--- src/rtl/ncl_add_sequencer.sv ---
// Clocked sequencer driving DATA/NULL wavefronts into a dual-rail NCL adder.
// Operands are encoded to dual-rail, completion is observed through
// synchronizers, and the decoded sum is returned over a valid/ready response.
module ncl_add_sequencer #(
   parameter int unsigned WIDTH       = 8,
   parameter int unsigned TIMEOUT     = 255,
   parameter int unsigned SYNC_STAGES = 2
) (
   input  logic               clk,
   input  logic               reset,
   input  logic               req_valid,
   output logic               req_ready,
   input  logic [WIDTH-1:0]   req_a,
   input  logic [WIDTH-1:0]   req_b,
   input  logic               req_cin,
   output logic               rsp_valid,
   input  logic               rsp_ready,
   output logic [WIDTH-1:0]   rsp_sum,
   output logic               rsp_cout,
   output logic               rsp_err,
   output logic               stuck,
   output logic [2*WIDTH-1:0] a_dr,
   output logic [2*WIDTH-1:0] b_dr,
   output logic [1:0]         cin_dr,
   input  logic               adder_ko,
   input  logic [2*WIDTH-1:0] sum_dr,
   input  logic [1:0]         cout_dr
);

   localparam int unsigned DRW  = 2 * WIDTH;
   localparam int unsigned CNTW = $clog2(TIMEOUT + 1);

   typedef enum logic [2:0] {
      S_DRAIN,
      S_IDLE,
      S_DATA,
      S_NULLW,
      S_RESP
   } state_t;

   state_t state, state_nx;

   logic [SYNC_STAGES-1:0]          ko_sync;
   logic [SYNC_STAGES-1:0][DRW-1:0] sum_sync;
   logic [SYNC_STAGES-1:0][1:0]     cout_sync;

   logic            ko_s;
   logic [DRW-1:0]  sum_s;
   logic [1:0]      cout_s;
   logic [CNTW-1:0] cnt;
   logic            cnt_max;

   logic             all_valid, all_null, illegal;
   logic             data_done, null_done;
   logic [WIDTH-1:0] sum_dec;

   logic accept, capture, err_set, ok_resp, stuck_set;

   // Single-rail to dual-rail: 1 -> 10, 0 -> 01
   function automatic logic [DRW-1:0] encode(input logic [WIDTH-1:0] x);
      logic [DRW-1:0] r;
      r = '0;
      for (int i = 0; i < WIDTH; i++) begin
         r[2*i +: 2] = x[i] ? 2'b10 : 2'b01;
      end
      return r;
   endfunction

   // Synchronizer chains for the asynchronous adder outputs
   always_ff @(posedge clk) begin
      if (reset) begin
         ko_sync   <= '0;
         sum_sync  <= '0;
         cout_sync <= '0;
      end else begin
         ko_sync   <= {ko_sync[SYNC_STAGES-2:0], adder_ko};
         sum_sync  <= {sum_sync[SYNC_STAGES-2:0], sum_dr};
         cout_sync <= {cout_sync[SYNC_STAGES-2:0], cout_dr};
      end
   end

   assign ko_s    = ko_sync[SYNC_STAGES-1];
   assign sum_s   = sum_sync[SYNC_STAGES-1];
   assign cout_s  = cout_sync[SYNC_STAGES-1];
   assign cnt_max = (cnt == CNTW'(TIMEOUT));

   // Rail-pair classification of the synchronized sum and carry
   always_comb begin
      all_valid = ^cout_s;
      all_null  = ~|cout_s;
      illegal   = &cout_s;
      sum_dec   = '0;
      for (int i = 0; i < WIDTH; i++) begin
         all_valid  = all_valid & (^sum_s[2*i +: 2]);
         all_null   = all_null & ~(|sum_s[2*i +: 2]);
         illegal    = illegal | (&sum_s[2*i +: 2]);
         sum_dec[i] = sum_s[2*i+1];
      end
      data_done = all_valid & ~ko_s;
      null_done = all_null & ko_s;
   end

   // State register
   always_ff @(posedge clk) begin
      if (reset) state <= S_DRAIN;
      else       state <= state_nx;
   end

   // Next-state and event decode; illegal beats done beats timeout
   always_comb begin
      state_nx  = state;
      accept    = 1'b0;
      capture   = 1'b0;
      err_set   = 1'b0;
      ok_resp   = 1'b0;
      stuck_set = 1'b0;
      unique case (state)
         S_DRAIN: begin
            if (null_done)    state_nx = S_IDLE;
            else if (cnt_max) stuck_set = 1'b1;
         end
         S_IDLE: begin
            if (req_valid && req_ready) begin
               accept   = 1'b1;
               state_nx = S_DATA;
            end
         end
         S_DATA: begin
            if (illegal) begin
               err_set  = 1'b1;
               state_nx = S_RESP;
            end else if (data_done) begin
               capture  = 1'b1;
               state_nx = S_NULLW;
            end else if (cnt_max) begin
               err_set  = 1'b1;
               state_nx = S_RESP;
            end
         end
         S_NULLW: begin
            if (illegal) begin
               err_set  = 1'b1;
               state_nx = S_RESP;
            end else if (null_done) begin
               ok_resp  = 1'b1;
               state_nx = S_RESP;
            end else if (cnt_max) begin
               err_set  = 1'b1;
               state_nx = S_RESP;
            end
         end
         S_RESP: begin
            if (rsp_ready) state_nx = rsp_err ? S_DRAIN : S_IDLE;
         end
         default: state_nx = S_DRAIN;
      endcase
   end

   // Wait counter: clears on any state change, saturates at TIMEOUT
   always_ff @(posedge clk) begin
      if (reset)                 cnt <= '0;
      else if (state_nx != state) cnt <= '0;
      else if (!cnt_max)          cnt <= cnt + CNTW'(1);
   end

   // Dual-rail operand drive: DATA only while in DATA, NULL otherwise
   always_ff @(posedge clk) begin
      if (reset) begin
         a_dr   <= '0;
         b_dr   <= '0;
         cin_dr <= '0;
      end else if (accept) begin
         a_dr   <= encode(req_a);
         b_dr   <= encode(req_b);
         cin_dr <= req_cin ? 2'b10 : 2'b01;
      end else if (state_nx != S_DATA) begin
         a_dr   <= '0;
         b_dr   <= '0;
         cin_dr <= '0;
      end
   end

   // Handshake, response and sticky status registers
   always_ff @(posedge clk) begin
      if (reset) begin
         req_ready <= 1'b0;
         rsp_valid <= 1'b0;
         rsp_err   <= 1'b0;
         rsp_sum   <= '0;
         rsp_cout  <= 1'b0;
         stuck     <= 1'b0;
      end else begin
         req_ready <= (state_nx == S_IDLE);
         rsp_valid <= (state_nx == S_RESP);
         if (capture) begin
            rsp_sum  <= sum_dec;
            rsp_cout <= cout_s[1];
         end
         if (err_set)      rsp_err <= 1'b1;
         else if (ok_resp) rsp_err <= 1'b0;
         if (stuck_set) stuck <= 1'b1;
      end
   end

endmodule

--- config.mk ---
export PLATFORM = sky130hd
export DESIGN_NAME = ncl_add_sequencer
export DESIGN_NICKNAME = d
export VERILOG_FILES = /design/src/rtl/ncl_add_sequencer.sv
export SDC_FILE = /design/constraint.sdc
export NUM_CORES = 1
export LEC_CHECK = 0
export CAP_MARGIN = 25
export CELL_PAD_IN_SITES_DETAIL_PLACEMENT = 1
export CELL_PAD_IN_SITES_GLOBAL_PLACEMENT = 1
export CORE_ASPECT_RATIO = 1.1
export CORE_MARGIN = 1.5
export CORE_UTILIZATION = 39
export DETAILED_ROUTE_END_ITERATION = 12
export GPL_ROUTABILITY_DRIVEN = 0
export HOLD_SLACK_MARGIN = 0.06
export PLACE_DENSITY = 0.79
export SYNTH_ARGS = -nofsm -noshare
export SYNTH_HDL_FRONTEND = slang
export SYNTH_SLANG_ARGS = --single-unit
--- constraint.sdc ---
create_clock -name clk -period 2.9 [get_ports clk]
set_clock_uncertainty 0.05 [all_clocks]
set_input_delay 0.87 -clock clk [delete_from_list [all_inputs] [get_ports clk]]
set_output_delay 0.87 -clock clk [all_outputs]
set_load 0.03 [all_outputs]
==> qor.yml <==
dp_slack_ns: 0.0962
io_buffer_count: 86
syn_nets: 563
synth_top_area_share_pct: 43.5
finalWirelength_microns: 12300
netlist_instances: 504
p_per_area_nw_per_um2: 466
cap_violations: 0
setup_violations: 0
end_kind: "register"
antenna_found_initial: 0
cts-htree-levels: 3
cts_tree: "done"
status: "completed"
num_rows: 40
synth_area_leaders: "dfxtp_1 43%, a2111oi_0 6.7%, nand4_1 5.7%, nor2b_1 5.5%, ha_1 5.4%"
coreArea_sq_um: 11000
worst_pin_slew_ns: 0.718
synthFlopType: "dfxtp_1"
slew-limit-headroom_pct: 52.1
drt-initial-drc-count: 373
final_cell_mix: "96 x dfxtp_1, 85 x clkdlybuf4s50_1, 40 x nand4_1, 39 x o21ai_0, 39 x nor2b_1"
final_common_cell: "dfxtp_1"
fmax_ghz: 0.374
cp-startpoint: "sum_s[4]"
startpoint_type: "register"
reg2reg_to: "cnt[4]"
peakVddDrop_uv: 383
grt_pass1_wl_microns: 20300
synth_warnings: 0
syn-mean-instance-area_sq_um: 8.77
crit_fanout: 11
insertion_delay_ns: 0.34
drv_slew: 0
ys_ff_latch: 96
dp.cells: 699
initial_core_util_pct: 40.3
die_w_microns: 105
synth_top_cell_by_area: "dfxtp_1"
wl_per_cell_microns: 17.2
cts_sinks: 96
fin_ws_ns: 0.228
die_y_microns: 115
arrival_ns: 2.81
cts_hold_buffers: 0
drive_gt1_share_pct: 7.04
vias: 4079
critPathRequiredTime_ns: 3.04
fin_cells: 715
cts.clk_slew.worst_paths_ns: 0.06
dr.pass1.iters: 4
grt_max_degree: 89
detail-route-antenna-nets: 0
r2r_cells: 6
n_antenna_cell: 0
fin_crit_sh_pct: 92.1
final_util_pct: 51.7
die_area_sq_um: 12000
dp.final_hpwl_microns: 8060
grt_pass1_vias: 4069
power_leakage_uw: 0.00191
syn_area_sq_um: 4420
synth_edf_count: 0
whs_ns: 0.387
reg2reg_from: "sum_s[4]"
area_delta_synth_final_pct: 28.2
grt_setup_unrepaired: "false"
overflow: 0
setup_tns_ns: 0
grt_usage_pct: 20.9
clock_path_buffers: 2
post_cts_resize_count: 0
holdCritPathClass: "reg -> reg"
cts_root_buffer: "clkbuf_16"
ys_async_sr_fraction_pct: 0
crit_path_end: "cnt[4]"
fillers: 1261
ys_seq_area_share_pct: 43.5
nNetsFinal: 622
drcViolationCount: 0
viasPerCell: 5.70
numCtsBuffers: 9
post-cts-setup-buffers: 0
rrSetupSlack_ns: 0.23
fin_crit_ns: 2.67
boundaryPins: 87
synth.distinct_cells: 42
hold_viol_final: 0
path_class: "reg -> reg"
-- stage by stage --
step,power [uW],area [sq um]
finish,2640,5670
global placement,1540,5380
floorplan,1460,4420
CTS,2680,5670
global route,2740,5670
detailed placement,1550,5380
-- sequential cells by signal, summed over array words and instances (netlist names) --
name,cells
a_dr,16
b_dr,16
cin_dr,2
cnt,8
cout_s,2
cout_sync,2
ko_sync,2
req_ready,1
rsp_cout,1
rsp_err,1
rsp_sum,8
rsp_valid,1
state,3
stuck,1
sum_s,16
sum_sync,16
-- report_power, final --
part,leakage (uW),internal (uW),switching [uW]
Clock,0.000139,651,471
Combinational,0.000992,82.2,72.8
Sequential,0.000782,1350,15.9
Total,0.00191,2080,560
-- logic make-up after synthesis --
kind of cell               Yosys count  synth area share (%)
adders and majority gates           19                  5.38
xor gates and xnor gates             4                 0.793
buffers and inverters               71                  6.51
muxes                               10                  2.26
AOI/OAI and AO/OA                  119                  17.1
DFF                                 96                  43.5
and+or+nand+nor                    185                  24.5
-- worst min path at each step --
stage	to	slack, ns	startpoint	cells after the start
after floorplan	cout_s[0]	0.36	cout_sync[0]	1
after global routing	sum_s[12]	0.40	sum_sync[12]	1
final	sum_s[13]	0.39	sum_sync[13]	1
after global placement	sum_s[9]	0.37	sum_sync[9]	1
after detailed placement	sum_s[13]	0.38	sum_sync[13]	1
after CTS	sum_s[13]	0.39	sum_sync[13]	1
-- cell type report --
class	instances	area (sq um)	share of cell area (%)
tap	147	184	3.25
sequential	96	1920	33.9
clock buffer	14	274	4.83
timing repair buffer	100	973	17.2
multi-input combinational	337	2230	39.4
clock inverter	2	12.5	0.221
inverter	19	71.3	1.26
-- Yosys cell counts (4+ instances only) --
| library cell | instances |
|---|---|
| nand3_1 | 6 |
| or3_1 | 21 |
| buf_2 | 5 |
| dfxtp_1 | 96 |
| a21oi_1 | 37 |
| clkbuf_1 | 41 |
| nor2_1 | 24 |
| nor2b_1 | 39 |
| nand4_1 | 40 |
| nor4_1 | 9 |
| buf_1 | 4 |
| mux2i_1 | 10 |
| a2111oi_0 | 34 |
| inv_1 | 18 |
| o21ai_0 | 39 |
| nand2_1 | 24 |
| nor3_1 | 4 |
| ha_1 | 19 |
-- per-layer routing --
metal / vias up / part of all wire [%] / track usage [%] / wire, microns
met5: - / 0 / 0 / 0
met4: 0 / 1.5 / 7.41 / 184
met3: 16 / 5.2 / 5.12 / 644
met2: 116 / 50 / 36.0 / 6180
met1: 1994 / 43 / 25.4 / 5270
li1: 1953 / - / - / -
-- critical path, cell delays in order (launching register included) --
cell and delay, ns:
dfxtp_1 0.31, ha_1 0.23, nor4_4 0.33, nand3_2 0.16
or3_2 0.69, a21oi_1 0.61, nor4_1 0.13
Note: power is estimated with default switching activity, not from simulation.
==> edit 1: new RTL, same flow settings <==
`WIDTH`: 8 -> 6.
--- a/src/rtl/ncl_add_sequencer.sv
+++ b/src/rtl/ncl_add_sequencer.sv
@@ -2,7 +2,7 @@
 // Operands are encoded to dual-rail, completion is observed through
 // synchronizers, and the decoded sum is returned over a valid/ready response.
 module ncl_add_sequencer #(
-   parameter int unsigned WIDTH       = 8,
+   parameter int unsigned WIDTH       = 6,
    parameter int unsigned TIMEOUT     = 255,
    parameter int unsigned SYNC_STAGES = 2
 ) (
Ports: changed (6 resized); port bits go from 87 to 69. No check against the original RTL was run, so the function may have changed too.
==> edit 1 against the original RTL <==
- synthesized area is 34% lower
- routed wire length is 46% lower
- critical path depth is 2 higher
- count of clock-buffer cells in the layout is 5 lower
- power is 20% lower
- global-route usage is 2.7 points lower
- non-clock buffer count is 24 lower
- worst setup slack better by 0.049 ns
- fmax is 1.9% higher
- final area is 31% lower
- sequential cell count is 18 lower
- critical path type is now input pin to flip-flop
- largest power group unchanged
- highest routed layer unchanged
==> edit 1: results (changes against the original RTL) <==
n_taps 85 (-42%); comb_multi_in 167 (-50%); # placed instances 425 (-39%); Met1 Wirelength 2910 µm (-45%); Multi-input gate area 1210 µm² (-46%); Placed Area 3700 µm² (-31%); crit-path max FO 8 (-3); Starting DRT DRC Count 62 (-83%); critical path startpoint rsp_ready; CTS root buf clkbuf_8; routing usage on met2 31.2% (-4.9 points); worst IR drop on VDD 321 µV (-16%); pre-CTS setup slack -0.105 ns (-0.201 ns); Wirelength per Cell 15.2 µm (-12%); Buffers excl. clock 76 (-24%); Worst slew margin 59.1% (+7.0 points); Via density 5.09 (-11%); layout cells sized above 1 8.43% (+1.4 points); first-pass GRT wire length 11300 µm (-44%); R2R cell count 8 (+2); pin count of the biggest net entering global routing 31 (-65%); post-synthesis area per instance 10.6 µm² (+21%); area share of buffers outside the clock network 19.2% (+2.0 points); Max stage delay on crit path 0.51 ns (-0.18 ns); IO Port Bufs 68 (-21%); Fillers 801 (-36%); unique cell type count in the Yosys netlist 41 (-2.4%); Register Area 1560 µm² (-19%); met2 WL 3380 µm (-45%); met1 usage 21.0% (-4.3 points); CP max stage cell a21oi_1; Detailed Place HPWL 4860 µm (-40%); ClkCell Share 5.62% (+0.56 points); syn nets 322 (-43%); outcome completed; sequential share of the synthesized area 53.7% (+10 points); nets@finish 398 (-36%); Worst Path Arrival 2.79 ns (-0.02 ns); Sw Share 22.2% (+1.0 points); WHS 0.391 ns (+0.00459 ns); Crit path max-delay family compound AO/OA/AOI/OAI gates; hold worst-path end sum_s[6]; number of global-route vias before repair 2392 (-41%); Lkg Pwr 1.48 nW (-22%); grt met3 use 4.94% (-0.18 points)
[edit 1: cell count changes after synthesis, sizes merged, moves of 6 or more]
cell	delta
o2bb2ai	+14
nor4	-7
nor3	+6
nand2	-17
dfxtp	-18
nand4	-36
clkbuf	-33
a21oi	-30
or3	-20
nor2b	-9
a2111oi	-33
o21ai	-31
a22o	+13
buf	-8
[edit 1: how the worst max path moves through the flow]
stage                     slack (ns)        to  depth (start not counted)
after CTS                       0.24    cnt[4]                          8
after global routing           0.004    cnt[4]                          8
after global placement         -0.04    cnt[4]                          8
after floorplan                 0.34  a_dr[11]                         10
after detailed placement       -0.10    cnt[2]                          8
final                           0.28    cnt[2]                          8
[edit 1: cell families after synthesis]
family                   Yosys count  share of synthesized area [%]
AO/OA/AOI/OAI                     49                           12.9
XOR/XNOR                           3                          0.904
adder cells (fa/ha/maj)           15                           6.46
buffers and inverters             30                           4.78
flip-flops                        78                           53.7
multiplexers                       8                           2.76
AND/OR/NAND/NOR                   92                           18.5
==> edit 2: new RTL, config.mk and constraints unchanged <==
Made on the original files. Encoding of `state_t`: now one-hot (5 bits for 5 states).
--- a/src/rtl/ncl_add_sequencer.sv
+++ b/src/rtl/ncl_add_sequencer.sv
@@ -30,12 +30,12 @@
    localparam int unsigned DRW  = 2 * WIDTH;
    localparam int unsigned CNTW = $clog2(TIMEOUT + 1);
 
-   typedef enum logic [2:0] {
-      S_DRAIN,
-      S_IDLE,
-      S_DATA,
-      S_NULLW,
-      S_RESP
+   typedef enum logic [4:0] {
+      S_DRAIN = 5'b00001,
+      S_IDLE  = 5'b00010,
+      S_DATA  = 5'b00100,
+      S_NULLW = 5'b01000,
+      S_RESP  = 5'b10000
    } state_t;
 
    state_t state, state_nx;
Check against the original RTL: no difference found for any inputs over 10 cycles, from zero or initial values and one cycle with reset high; not proved beyond that.
==> edit 2 against the original RTL <==
- register-to-register slack improved by 0.34 ns
- sequential share of layout area rose by 5.8 points
- routed wire length fell by 30%
- first-iteration DRC count fell by 75%
- sequential cell count rose by 2
- synthesized area fell by 15%
- power fell by 12%
- final area fell by 13%
- die area fell by 14%
- utilization rose by 0.82 points
- synthesized cell count fell by 21%
- worst setup slack improved by 0.20 ns
- critical path type is now input pin to flip-flop
- highest routed layer unchanged
==> edit 2: results (changes against the original RTL) <==
outcome completed; IO Port Bufs 86 (unchanged); ys flop type dfxtp_1; crit-path max FO 8 (-3); Crit path max-delay family compound AO/OA/AOI/OAI gates; # Post-CTS Setup Buffers 0 (unchanged); asr flop ratio synth 0% (unchanged); nets@finish 543 (-13%); antenna cells 0 (unchanged); sequential share of the synthesized area 52.0% (+8.5 points); Wirelength per Cell 14.2 µm (-17%); synthesis warning total 0 (unchanged); Lkg Pwr 1.89 nW (-1.2%); Vias 2993 (-27%); worst IR drop on VDD 278 µV (-27%); CP max stage cell clkdlybuf4s50_1; unique cell type count in the Yosys netlist 43 (+2.4%); Worst Path Arrival 2.70 ns (-0.11 ns); number of global-route vias before repair 3071 (-25%); pin count of the biggest net entering global routing 91 (+2.2%); Starting DRT DRC Count 93 (-75%); Max clock buf depth 2 (unchanged); Worst slew margin 70.9% (+19 points); CTS root buf clkbuf_8; CTS clk-pin slew, worst paths 0.10 ns (+0.04 ns); syn nets 457 (-19%); Pre-antenna DRT Iters 4 (unchanged); global router's overall resource usage 17.4% (-3.5 points); clock latency on the worst-skew pair 0.36 ns (+0.02 ns); first-pass GRT wire length 14500 µm (-29%); initial antenna violation count 0 (unchanged); Detailed Place HPWL 6240 µm (-23%); Max stage delay on crit path 0.42 ns (-0.27 ns); layout cells sized above 1 6.75% (-0.29 points); CTS resizes 0 (unchanged); Placed Area 4760 µm² (-12%); H-Tree Depth 3 (unchanged); Area contributors post-synth dfxtp_1 (52%), nor2_1 (7.2%), nor2b_1 (6.8%); top cell types by occurrence after synthesis dfxtp_1 (98), nor2_1 (72), nor2b_1 (41)
==> edit 2: per-layer routing <==
layer | routed length (µm) | track usage [%]
met1 | 3710 | 20.2
met2 | 4570 | 31.4
met3 | 230 | 2.89
met4 | 115 | 8.07
met5 | 0 | 0
==> edit 2: worst paths after layout <==
kind               startpoint  endpoint  cells after the start  slack (ns)
setup / recovery    rsp_ready    cnt[2]                      7        0.43
hold / removal    sum_sync[9]  sum_s[9]                      1        0.39
setup reg to reg    cout_s[1]    cnt[2]                      7        0.57
hold reg to reg   sum_sync[9]  sum_s[9]                      1        0.39
==> edit 2: kinds of logic after synthesis <==
kind of cell    after synthesis  synth area share [%]
mux                          12                  3.19
fa+ha+maj                    19                  6.30
flops                        98                  52.0
buf+inv                      38                  4.08
compound gates               59                  10.3
simple gates                168                  23.2
xor+xnor                      4                 0.929
==> edit 2: power by group <==
| group | switching, W | leakage [nW] | total, W | internal (W) |
|---|---|---|---|---|
| Clock | 0.000448 | 0.0924 | 0.000806 | 0.000358 |
| Combinational | 0.0000589 | 1.00 | 0.000138 | 0.0000789 |
| Sequential | 0.0000156 | 0.798 | 0.00139 | 0.00137 |
==> edit 2: metrics by stage <==
stage          utilization (%)  worst slack, ns  hold WS (ns)  instances  total power (W)
3_5_place_dp              50.6           0.0485         0.378        590          0.00156
4_1_cts                   52.5            0.429         0.399        606          0.00237
2_1_floorplan                -            0.667         0.364        398          0.00148
3_3_place_gp              50.6           0.0979         0.374        590          0.00155
6_report                  52.5            0.429         0.391        606          0.00233
5_1_grt                   52.5            0.293         0.410        606          0.00244
==> edit 2: cell type report <==
type / count / area (µm²)
repair buffers: 92 / 913
multi-input cells: 262 / 1660
clock buffers: 12 / 155
flip-flops and latches: 98 / 1960
well taps: 117 / 146
clock inverters: 4 / 26.3
inverters: 21 / 78.8
fillers: 1079 / 4460
